File: src/rtl/key_char_fifo.sv
// PS/2 make-event to character-code filter feeding a first-word-fall-through FIFO.
// Typematic repeats, releases and non-typing keys never reach the FIFO.
module key_char_fifo #(
    parameter int DEPTH = 8,
    parameter int AW    = 3
) (
    input  logic          clk,
    input  logic          rst,
    input  logic          enable,
    input  logic          flush,
    input  logic          key_valid,
    input  logic [7:0]    last_change,
    input  logic [127:0]  key_down,
    input  logic          char_ready,
    output logic          char_valid,
    output logic [4:0]    char_code,
    output logic [AW:0]   fill,
    output logic          overflow,
    output logic [9:0]    char_count
);

    localparam logic [AW:0] DEPTH_P   = (AW+1)'(DEPTH);
    localparam logic [9:0]  COUNT_MAX = 10'd1023;

    function automatic logic [4:0] decode_scan(input logic [7:0] sc);
        logic [4:0] code;
        case (sc)
            8'h1C: code = 5'd1;
            8'h32: code = 5'd2;
            8'h21: code = 5'd3;
            8'h23: code = 5'd4;
            8'h24: code = 5'd5;
            8'h2B: code = 5'd6;
            8'h34: code = 5'd7;
            8'h33: code = 5'd8;
            8'h43: code = 5'd9;
            8'h3B: code = 5'd10;
            8'h42: code = 5'd11;
            8'h4B: code = 5'd12;
            8'h3A: code = 5'd13;
            8'h31: code = 5'd14;
            8'h44: code = 5'd15;
            8'h4D: code = 5'd16;
            8'h15: code = 5'd17;
            8'h2D: code = 5'd18;
            8'h1B: code = 5'd19;
            8'h2C: code = 5'd20;
            8'h3C: code = 5'd21;
            8'h2A: code = 5'd22;
            8'h1D: code = 5'd23;
            8'h22: code = 5'd24;
            8'h35: code = 5'd25;
            8'h1A: code = 5'd26;
            8'h29: code = 5'd27;
            8'h66: code = 5'd28;
            default: code = 5'd0;
        endcase
        return code;
    endfunction

    logic [4:0]  mem [DEPTH];
    logic [AW:0] wr_ptr_reg, rd_ptr_reg;
    logic [AW:0] wr_ptr_next, rd_ptr_next;
    logic [4:0]  held_code_reg;
    logic [4:0]  char_code_reg;
    logic        char_valid_reg;
    logic        overflow_reg;
    logic [9:0]  char_count_reg;

    logic [4:0]  dec_code;
    logic        is_make, press, release_ev, is_repeat, track_press;
    logic        push, pop, wr_en, empty, full;
    logic [AW:0] occupancy;
    logic [4:0]  head_next;

    always_comb begin
        dec_code    = decode_scan(last_change);
        is_make     = key_valid & ~last_change[7];
        press       = is_make & key_down[last_change[6:0]];
        release_ev  = is_make & ~key_down[last_change[6:0]];
        is_repeat   = press && (dec_code != 5'd0) && (dec_code == held_code_reg);
        track_press = press && (dec_code != 5'd0) && !is_repeat;
        push        = track_press && enable;

        occupancy   = wr_ptr_reg - rd_ptr_reg;
        empty       = (occupancy == '0);
        full        = (occupancy == DEPTH_P);
        pop         = !empty && char_ready;
        // A full FIFO still takes a push when the head leaves in the same cycle.
        wr_en       = push && (!full || pop);

        wr_ptr_next = wr_ptr_reg + {{AW{1'b0}}, wr_en};
        rd_ptr_next = rd_ptr_reg + {{AW{1'b0}}, pop};

        // Bypass the array when the entry being written becomes the new head.
        if (wr_en && (wr_ptr_reg == rd_ptr_next))
            head_next = dec_code;
        else
            head_next = mem[rd_ptr_next[AW-1:0]];
    end

    always_ff @(posedge clk) begin
        if (!rst && !flush && wr_en)
            mem[wr_ptr_reg[AW-1:0]] <= dec_code;
    end

    always_ff @(posedge clk) begin
        if (rst || flush) begin
            wr_ptr_reg     <= '0;
            rd_ptr_reg     <= '0;
            held_code_reg  <= 5'd0;
            char_code_reg  <= 5'd0;
            char_valid_reg <= 1'b0;
            overflow_reg   <= 1'b0;
            char_count_reg <= 10'd0;
        end else begin
            wr_ptr_reg     <= wr_ptr_next;
            rd_ptr_reg     <= rd_ptr_next;
            char_valid_reg <= (wr_ptr_next != rd_ptr_next);
            char_code_reg  <= (wr_ptr_next != rd_ptr_next) ? head_next : 5'd0;

            if (push && full && !pop)
                overflow_reg <= 1'b1;

            if (wr_en && (char_count_reg != COUNT_MAX))
                char_count_reg <= char_count_reg + 10'd1;

            // Held-key tracking runs even while pushes are disabled.
            if (track_press)
                held_code_reg <= dec_code;
            else if (release_ev && (dec_code != 5'd0) && (dec_code == held_code_reg))
                held_code_reg <= 5'd0;
        end
    end

    assign char_valid = char_valid_reg;
    assign char_code  = char_code_reg;
    assign fill       = wr_ptr_reg - rd_ptr_reg;
    assign overflow   = overflow_reg;
    assign char_count = char_count_reg;

endmodule

File: config.mk
export PLATFORM = sky130hd
export DESIGN_NAME = key_char_fifo
export DESIGN_NICKNAME = d
export VERILOG_FILES = /design/src/rtl/key_char_fifo.sv
export SDC_FILE = /design/constraint.sdc
export NUM_CORES = 1
export LEC_CHECK = 0
export ABC_AREA = 1
export ABC_CLOCK_PERIOD_IN_PS = 5900
export BUFFER_PORTS_ARGS = -buffer_cell sky130_fd_sc_hd__buf_2
export CORE_MARGIN = 4
export CORE_UTILIZATION = 30
export DETAILED_ROUTE_END_ITERATION = 16
export GPL_ROUTABILITY_DRIVEN = 0
export SYNTH_ARGS = -nofsm -noshare
export SYNTH_HDL_FRONTEND = slang
export SYNTH_SLANG_ARGS = --single-unit
File: constraint.sdc
create_clock -name clk -period 5.9 [get_ports clk]
set_input_delay 0.295 -clock clk [delete_from_list [all_inputs] [get_ports clk]]
set_output_delay 0.295 -clock clk [all_outputs]
set_load 0.03 [all_outputs]
==> flow_summary.ini, run 1 <==
[outcome]
status = completed

[drt]
drt-vias-per-instance = 4.64
dr.pass1.iters = 5
finalWirelength_um = 16100
vias = 5603
wl_per_cell_um = 13.3
drc_errors = 0
drtIter0Drc = 295
postRouteAntennaNets = 0

[synthesis]
synth.distinct_cells = 38
synth_seq_cells = 70
yosysSeqAreaShare_pct = 33.0
syn_avg_cell_area_um2 = 6.59
syn-num-nets = 983
syn_area_mm2 = 0.00546
ys_warn_count = 0
syn-instance-count = 828

[cells_and_area]
syn_to_final_growth_pct = 22.5
final_util_pct = 37.3
fin_nets = 1126
final_common_cell = nand2_1
final_cells = 1208
mostFrequentLayoutCells = 199 x nand2_1, 164 x nor2_1, 162 x buf_2, 103 x inv_1, 63 x nand3_1
largest_register_ffs = 40
layout-drive-gt1-share_pct = 23.3

[grt]
grt_pass1_wl_um = 26200
grt_max_degree = 74
antenna_found_initial = 3
gr-usage-met1_pct = 19.8
grt_pass1_vias = 5415
grt.busiest_layer = met2
grt_use_met2_pct = 27.0
track_usage_pct = 16.0
grt.overflow.total = 0
grtUsageMet3_pct = 4.32

[clock_network]
tritoncts = built
cts_buffer_depth = 2
clk_pin_slew_ps = 50
clk_latency_ps = 330
cts_root_buf = clkbuf_16
cts_buffers = 9
post-cts-setup-buffer-count = 0
htreeDepth = 3
clock_sinks = 70
cts_resized = 0
cts_hold_buf = 0

[pwr]
powerDensity_mw_per_mm2 = 198
vdd_ir_drop_max_mv = 0.182
power_uw = 1320
p_leak_uw = 0.00337

[placed_design]
post-dp-hpwl_um = 12600
port_buffers = 162
place_inst = 1189

[die]
rows = 49
io_pins = 163
die-area_mm2 = 0.0204
core-area_mm2 = 0.0179
die_y_um = 143
start_util_pct = 30.5
die_w_um = 143

[timing]
tns_ps = 0
fmax_ghz = 0.276
finalHoldViolCount = 0
rsz0062_at_grt = no
setup_violations = 0
drv_slew = 0
skew_ps = 5.68
maxSlewHeadroom_pct = 43.5
post-route-min-period_ps = 3620
hold_slack_ps = 399
final.period_utilization_pct = 61.3
worst_pin_slew_ps = 845

[critical_path]
cp_common_cell = inv_1
cp.required_ps = 6170
arrival_ps = 3890
max_stage_delay_ps = 500
crit_family = adder cells
end_kind = flip-flop
critPathMaxFanout = 13
crit_slowest_cell = ha_1
startpoint_type = flip-flop
cp_cell_sequence = inv_1, ha_1, fa_1, inv_1, nor3_1, inv_1, o21ai_0, inv_1, ha_1, ha_1, xor2_1, nor3_1, nand4_4, nand2_1, nand2_1, nor2_1
critPathBufInv = 4
crit_type = reg -> reg

[run]
max_cap_violations = 0

[hold_path]
hold_class = in -> reg
## worst register-to-register path: stages, from the launching register on
cell	delay [ps]
dfxtp_1	420
inv_1	110
ha_1	240
fa_1	480
inv_1	50
nor3_1	170
inv_1	70
o21ai_0	170
inv_1	60
ha_1	210
ha_1	500
xor2_1	250
nor3_1	330
nand4_4	230
nand2_1	140
nand2_1	60
nor2_1	90
## synth_stat cells (all sizes together)
library cell	n	share of area [%]
nand4	16	2.2
dfxtp	30	11
o21a	3	0.41
nand3b	2	0.28
xnor2	4	0.64
clkinv	1	0.069
nand3	69	6.9
xor2	11	1.8
edfxtp	40	22
nand2	208	15
nor2	172	13
buf	22	3.2
nor3	10	0.92
o21ai	56	5.2
o211ai	11	1.5
ha	12	2.8
a21oi	15	1.4
fa	1	0.37
inv	106	7.3
o22ai	6	0.69
o221ai	5	0.80
clkbuf	12	1.1
or2	16	1.8
## per-layer routing
layer | vias up | share of wire, %
met2 | 141 | 48
met5 | - | 0
met4 | 0 | 2.3
met3 | 27 | 5.6
li1 | 2943 | -
met1 | 2492 | 44
## path summary, 6_finish.rpt
kind | to | slack, ps | from | depth (start not counted)
min reg2reg | overflow$_SDFFE_PP0P_ | 510 | overflow$_SDFFE_PP0P_ | 1
max | char_code[4]$_SDFF_PP0_ | 2280 | wr_ptr_reg[0]$_SDFF_PP0_ | 16
min | char_count[2]$_SDFFE_PP0P_ | 400 | rst | 4
max reg2reg | char_code[4]$_SDFF_PP0_ | 2280 | wr_ptr_reg[0]$_SDFF_PP0_ | 16
## kinds of logic (layout without fill, tap and decap cells)
family	count (synthesis)	after routing	synth area share, %
xor gates and xnor gates	15	15	2.41
DFF	70	70	33.0
and+or+nand+nor	493	493	39.8
adders and majority gates	13	13	3.12
AOI/OAI and AO/OA	96	96	10.1
other	0	3	0
buffers and inverters	141	289	11.6
## power breakdown
group | leakage [uW] | switching (uW) | internal (uW) | total (uW)
clock network | 0.000153 | 206 | 373 | 579
registers | 0.000609 | 0.641 | 518 | 518
logic | 0.00261 | 138 | 87.6 | 225
total | 0.00337 | 344 | 978 | 1320
## stage by stage
| stage | worst slack, ps | cell area (um^2) |
|---|---|---|
| global placement | 2020 | 6350 |
| detailed placement | 1940 | 6350 |
| finish | 2280 | 6680 |
| CTS | 2280 | 6680 |
| floorplan | 2450 | 5460 |
| global route | 1760 | 6680 |
## area by class of cell
type	count	area, um^2
fillers	1932	11200
multi-input cells	617	3020
flip-flops and latches	70	1800
repair buffers	166	841
inverters	107	402
well taps	229	287
clock buffers	10	229
clock inverters	6	93.8
diodes	3	7.51
(Power assumes the default switching activity.)
==> run 2, diff against run 1 <==
--- a/config.mk
+++ b/config.mk
@@ -5,8 +5,8 @@
 export SDC_FILE = /design/constraint.sdc
 export NUM_CORES = 1
 export LEC_CHECK = 0
-export ABC_AREA = 1
-export ABC_CLOCK_PERIOD_IN_PS = 5900
+export ABC_AREA = 0
+export ABC_CLOCK_PERIOD_IN_PS = 3700
 export BUFFER_PORTS_ARGS = -buffer_cell sky130_fd_sc_hd__buf_2
 export CORE_MARGIN = 4
 export CORE_UTILIZATION = 30
==> constraint.sdc (replaced) <==
create_clock -name clk -period 3.7 [get_ports clk]
set_input_delay 0.185 -clock clk [delete_from_list [all_inputs] [get_ports clk]]
set_output_delay 0.185 -clock clk [all_outputs]
set_load 0.03 [all_outputs]
==> flow_summary.ini, run 2 <==
[die]
core-area_mm2 = 0.0167
die_w_um = 139
die-area_mm2 = 0.0193
io_pins = 163
start_util_pct = 30.8
rows = 47
die_y_um = 139

[timing]
setup_violations = 0
rsz0062_at_grt = no
finalHoldViolCount = 0
skew_ps = 6.30
worst_pin_slew_ps = 824
final.period_utilization_pct = 92.6
fin_ws_ps = 274
post-route-min-period_ps = 3430
drv_slew = 0
maxSlewHeadroom_pct = 44.6
fmax_ghz = 0.292

[clock_network]
clock_sinks = 70
post-cts-setup-buffer-count = 0
cts_resized = 0
tritoncts = built
htreeDepth = 3
cts_root_buf = clkbuf_16
cts_hold_buf = 0
clk_latency_ps = 330
cts_buffers = 9
clk_pin_slew_ps = 60
cts_buffer_depth = 2

[synthesis]
async_reset_ff_share_pct = 0
synth_seq_cells = 70
synth.distinct_cells = 75
ys_warn_count = 0
yosys-top-cells-area = edfxtp_1 23%, mux4_2 18%, dfxtp_1 12%
syn-num-nets = 600
yosysSeqAreaShare_pct = 35.0
syn_area_mm2 = 0.00515
yosysTopAreaCell = edfxtp_1
syn_avg_cell_area_um2 = 11.6
synth_edf_count = 40
yosysMostFrequentCell = mux4_2
ys.flop_type = edfxtp_1
syn-instance-count = 445
synth_common_cells = 42 x mux4_2, 40 x edfxtp_1, 31 x nand2_1
synth_top_area_share_pct = 23.3

[pwr]
vdd_ir_drop_max_mv = 0.216
power_uw = 2000
seqPwrFrac_pct = 41.2
power_frac_comb_pct = 19.0
powerDensity_mw_per_mm2 = 298
p_leak_uw = 0.00266
switchingPower_uw = 509
intPower_uw = 1490
p_clk_share_pct = 39.8
switching_share_pct = 25.5

[grt]
grt_pass1_vias = 4895
grt_max_degree = 30
grt_pass1_wl_um = 24100
grt.busiest_layer = met2
grt_use_met2_pct = 28.4
track_usage_pct = 15.4
grtUsageMet3_pct = 3.21
grt.overflow.total = 0
antenna_found_initial = 0
gr-usage-met1_pct = 17.1

[cells_and_area]
mostFrequentLayoutCells = 162 x buf_2, 42 x mux4_2, 40 x edfxtp_1, 39 x buf_4, 31 x nand2_1
fin_nets = 783
syn_to_final_growth_pct = 30.4
final_util_pct = 40.2
fillers = 1635
regArea_mm2 = 0.00180
multi_input_area_mm2 = 0.00309
final_common_cell = buf_2
layout-drive-gt1-share_pct = 47.4
n_antenna_cell = 0
largest_register_ffs = 40

[drt]
finalWirelength_um = 15200
wl_per_cell_um = 17.9
vias = 4540
drt-vias-per-instance = 5.32
postRouteAntennaNets = 0
drc_errors = 0
dr.pass1.iters = 5
drtIter0Drc = 272

[critical_path]
crit_type = reg -> reg
critPathMaxFanout = 6
cp.required_ps = 3910
rrSetupSlack_ps = 270
cp_cell_sequence = inv_1, ha_1, fa_1, inv_1, or3_1, o21a_1, ha_1, nand3_1, xor2_1, buf_4, xor2_1, o41ai_1, inv_1, o311a_1
max_stage_delay_ps = 480
crit_slowest_cell = fa_1
crit_family = adder cells
arrival_ps = 3630
critPathBufInv = 4
end_kind = flip-flop
cp_common_cell = inv_1
startpoint_type = flip-flop

[placed_design]
port_buffers = 162
post-dp-hpwl_um = 12400
place_ws_ps = -46.8

[outcome]
status = completed

[run]
max_cap_violations = 0

[hold_path]
hold_class = in -> reg
-- run 2: changes by cell type in the layout (fill, tap and decap cells not counted), sizes merged, moves of 10 or more --
cell / delta
nand2: -176
nor2: -150
inv: -82
nand3: -54
o21ai: -44
mux4: +42
buf: +38
mux2i: +15
or2: -13
and2: +11
o31ai: +11
nand4: -10
-- run 2: kinds of logic after synthesis --
| kind of cell | count (synthesis) | synth area share, % |
|---|---|---|
| simple gates | 132 | 13.8 |
| flops | 70 | 35.0 |
| buf+inv | 56 | 6.95 |
| mux | 63 | 22.6 |
| xor+xnor | 16 | 2.72 |
| compound gates | 95 | 15.6 |
| fa+ha+maj | 13 | 3.30 |
-- run 2: power by group through the flow --
stage,clock network (uW),logic (uW),registers [uW]
final,796,381,823
after floorplan,0,242,841
after CTS,812,382,823
after detailed placement,0,381,840
after global placement,0,374,840
after global routing,854,412,823
-- run 2: cell type report --
cell class                      count  share of cell area (%)
Clock buffer                       10                    3.56
Clock inverter                      6                   0.689
Inverter                           24                    1.49
Multi-Input combinational cell    319                    46.0
Sequential cell                    70                    26.8
Tap cell                          220                    4.10
Timing Repair Buffer              204                    17.3
-- run 2: worst paths after layout --
kind | from | to | cells past startpoint
setup / recovery | wr_ptr_reg[0]$_SDFF_PP0_ | char_code[3]$_SDFF_PP0_ | 14
hold / removal | enable | overflow$_SDFFE_PP0P_ | 4
setup reg to reg | wr_ptr_reg[0]$_SDFF_PP0_ | char_code[3]$_SDFF_PP0_ | 14
hold reg to reg | overflow$_SDFFE_PP0P_ | overflow$_SDFFE_PP0P_ | 1
-- run 2: worst register-to-register path, stage by stage, from the launching register on --
cell and delay [ps]:
dfxtp_1 370, inv_1 70, ha_1 220, fa_1 490, inv_1 50, or3_1 410, o21a_1 190, ha_1 200
nand3_1 100, xor2_1 290, buf_4 180, xor2_1 60, o41ai_1 360, inv_1 180, o311a_1 150
-- run 2: per-stage QoR --
step	hold slack, ps	instance area, um^2	instances	setup TNS [ps]
6_report	247	6720	853	0
5_1_grt	278	6720	853	0
4_1_cts	235	6720	853	0
3_5_place_dp	468	6430	837	-200
3_3_place_gp	445	6430	837	-0.745
2_1_floorplan	409	5280	445	-514
-- run 2: routing by layer --
layer | vias to the layer above | wire length, um
li1 | 2124 | -
met1 | 2170 | 5850
met2 | 216 | 7810
met3 | 30 | 1050
met4 | 0 | 526
met5 | - | 0
==> run 3, diff against run 2 <==
--- a/config.mk
+++ b/config.mk
@@ -12,6 +12,7 @@
 export CORE_UTILIZATION = 30
 export DETAILED_ROUTE_END_ITERATION = 16
 export GPL_ROUTABILITY_DRIVEN = 0
+export RECOVER_POWER = 50
 export SYNTH_ARGS = -nofsm -noshare
 export SYNTH_HDL_FRONTEND = slang
 export SYNTH_SLANG_ARGS = --single-unit
==> flow_summary.ini, run 3 (synthesized netlist as in run 2, its figures left out) <==
[cells_and_area]
n_antenna_cell = 0
regArea_mm2 = 0.00180
layout-drive-gt1-share_pct = 43.4
mostFrequentLayoutCells = 141 x buf_2, 42 x mux4_2, 40 x edfxtp_1, 36 x buf_4, 31 x nand2_1
largest_register_ffs = 40
fillers = 1643
multi_input_area_mm2 = 0.00309
final_common_cell = buf_2
fin_nets = 783
syn_to_final_growth_pct = 29.6
final_util_pct = 40.0

[grt]
grt.overflow.total = 0
grt_pass1_vias = 4895
antenna_found_initial = 0
track_usage_pct = 15.4
grt_pass1_wl_um = 24100
grt_max_degree = 30

[critical_path]
cp.required_ps = 3910
arrival_ps = 3630
reg2reg_from = wr_ptr_reg[0]$_SDFF_PP0_
critPathMaxFanout = 6
r2r_cells = 14
rr_endpoint = char_code[2]$_SDFF_PP0_
end_kind = flip-flop
crit_type = reg -> reg
rrSetupSlack_ps = 280
startpoint_type = flip-flop

[die]
io_pins = 163
core-area_mm2 = 0.0167
rows = 47
start_util_pct = 30.8
die_y_um = 139
die_w_um = 139
die-area_mm2 = 0.0193

[timing]
setup_violations = 0
finalHoldViolCount = 0
final.period_utilization_pct = 92.5
hold_slack_ps = 259
fmax_ghz = 0.292
rsz0062_at_grt = no
post-route-min-period_ps = 3420
fin_ws_ps = 276
drv_slew = 0
maxSlewHeadroom_pct = 47.1
worst_pin_slew_ps = 787
skew_ps = 5.07

[clock_network]
clock_sinks = 70
post-cts-setup-buffer-count = 0
clk_latency_ps = 330
clk_pin_slew_ps = 60
htreeDepth = 3
tritoncts = built
cts_buffers = 9
cts_root_buf = clkbuf_16
cts_buffer_depth = 2

[hold_path]
hold_path_end = overflow$_SDFFE_PP0P_
hold_depth = 4
worstHoldStart = enable
hold_class = in -> reg

[placed_design]
post-dp-hpwl_um = 12400
port_buffers = 162
place_ws_ps = -46.8

[drt]
drtIter0Drc = 256
drt-vias-per-instance = 5.31
postRouteAntennaNets = 0
drc_errors = 0
dr.pass1.iters = 5
wl_per_cell_um = 18.0
finalWirelength_um = 15300
vias = 4532

[pwr]
p_leak_uw = 0.00255
vdd_ir_drop_max_mv = 0.215
power_uw = 2000
powerDensity_mw_per_mm2 = 299

[outcome]
status = completed

[run]
max_cap_violations = 0
## run 3: changes by cell type in the layout (fill, tap and decap cells not counted), sizes merged
cell / before / now
buf: 204 / 180
clkbuf: 10 / 34
## run 3: per-stage QoR
step | TNS [ps] | cells | area, um^2
final | 0 | 853 | 6680
after floorplan | -514 | 445 | 5280
after detailed placement | -200 | 837 | 6430
after global routing | 0 | 853 | 6680
after CTS | 0 | 853 | 6720
after global placement | -0.745 | 837 | 6430
## run 3: timing repair
item                                    4_1_cts  5_1_grt
resized for setup                             0        1
endpoints found under the setup margin        0        5
hold buffers                                  0        0
## run 3: worst max path at each step
stage	slack [ps]	startpoint	endpoint	cells after the start
final	280	wr_ptr_reg[0]$_SDFF_PP0_	char_code[2]$_SDFF_PP0_	14
after global routing	20	last_change[1]	char_code[3]$_SDFF_PP0_	18
after CTS	280	wr_ptr_reg[0]$_SDFF_PP0_	char_code[0]$_SDFF_PP0_	13
after detailed placement	-50	last_change[1]	char_code[4]$_SDFF_PP0_	18
after global placement	-0.7	last_change[1]	char_code[0]$_SDFF_PP0_	18
after floorplan	-100	last_change[0]	char_code[0]$_SDFF_PP0_	21
## run 3: per-layer routing
layer / GRT usage, % / part of all wire [%] / routed length [um] / up-vias
met4: 6.44 / 3.4 / 526 / 0
li1: - / - / - / 2125
met1: 17.1 / 38 / 5890 / 2167
met5: 0 / 0 / 0 / -
met3: 3.21 / 6.8 / 1040 / 28
met2: 28.4 / 51 / 7870 / 212
## run 3: layout make-up
| cell class | instances | area share [%] |
|---|---|---|
| Timing Repair Buffer | 204 | 16.9 |
| Multi-Input combinational cell | 319 | 46.3 |
| Clock inverter | 6 | 0.693 |
| Sequential cell | 70 | 27.0 |
| Inverter | 24 | 1.50 |
| Tap cell | 220 | 4.12 |
| Clock buffer | 10 | 3.58 |
## run 3: report_power, final
part	total (uW)	internal [uW]	switching, uW
combinational	380	192	188
clock	796	474	321
sequential	823	823	0.680
total	2000	1490	510
## run 3: critical path: stages (launching register included)
cell,delay (ps)
dfxtp_1,370
inv_1,70
ha_1,220
fa_1,480
inv_1,50
or3_1,410
o21a_1,190
ha_1,200
nand3_1,100
xor2_1,290
buf_4,180
xor2_1,60
o41ai_1,360
inv_1,170
o311a_1,150
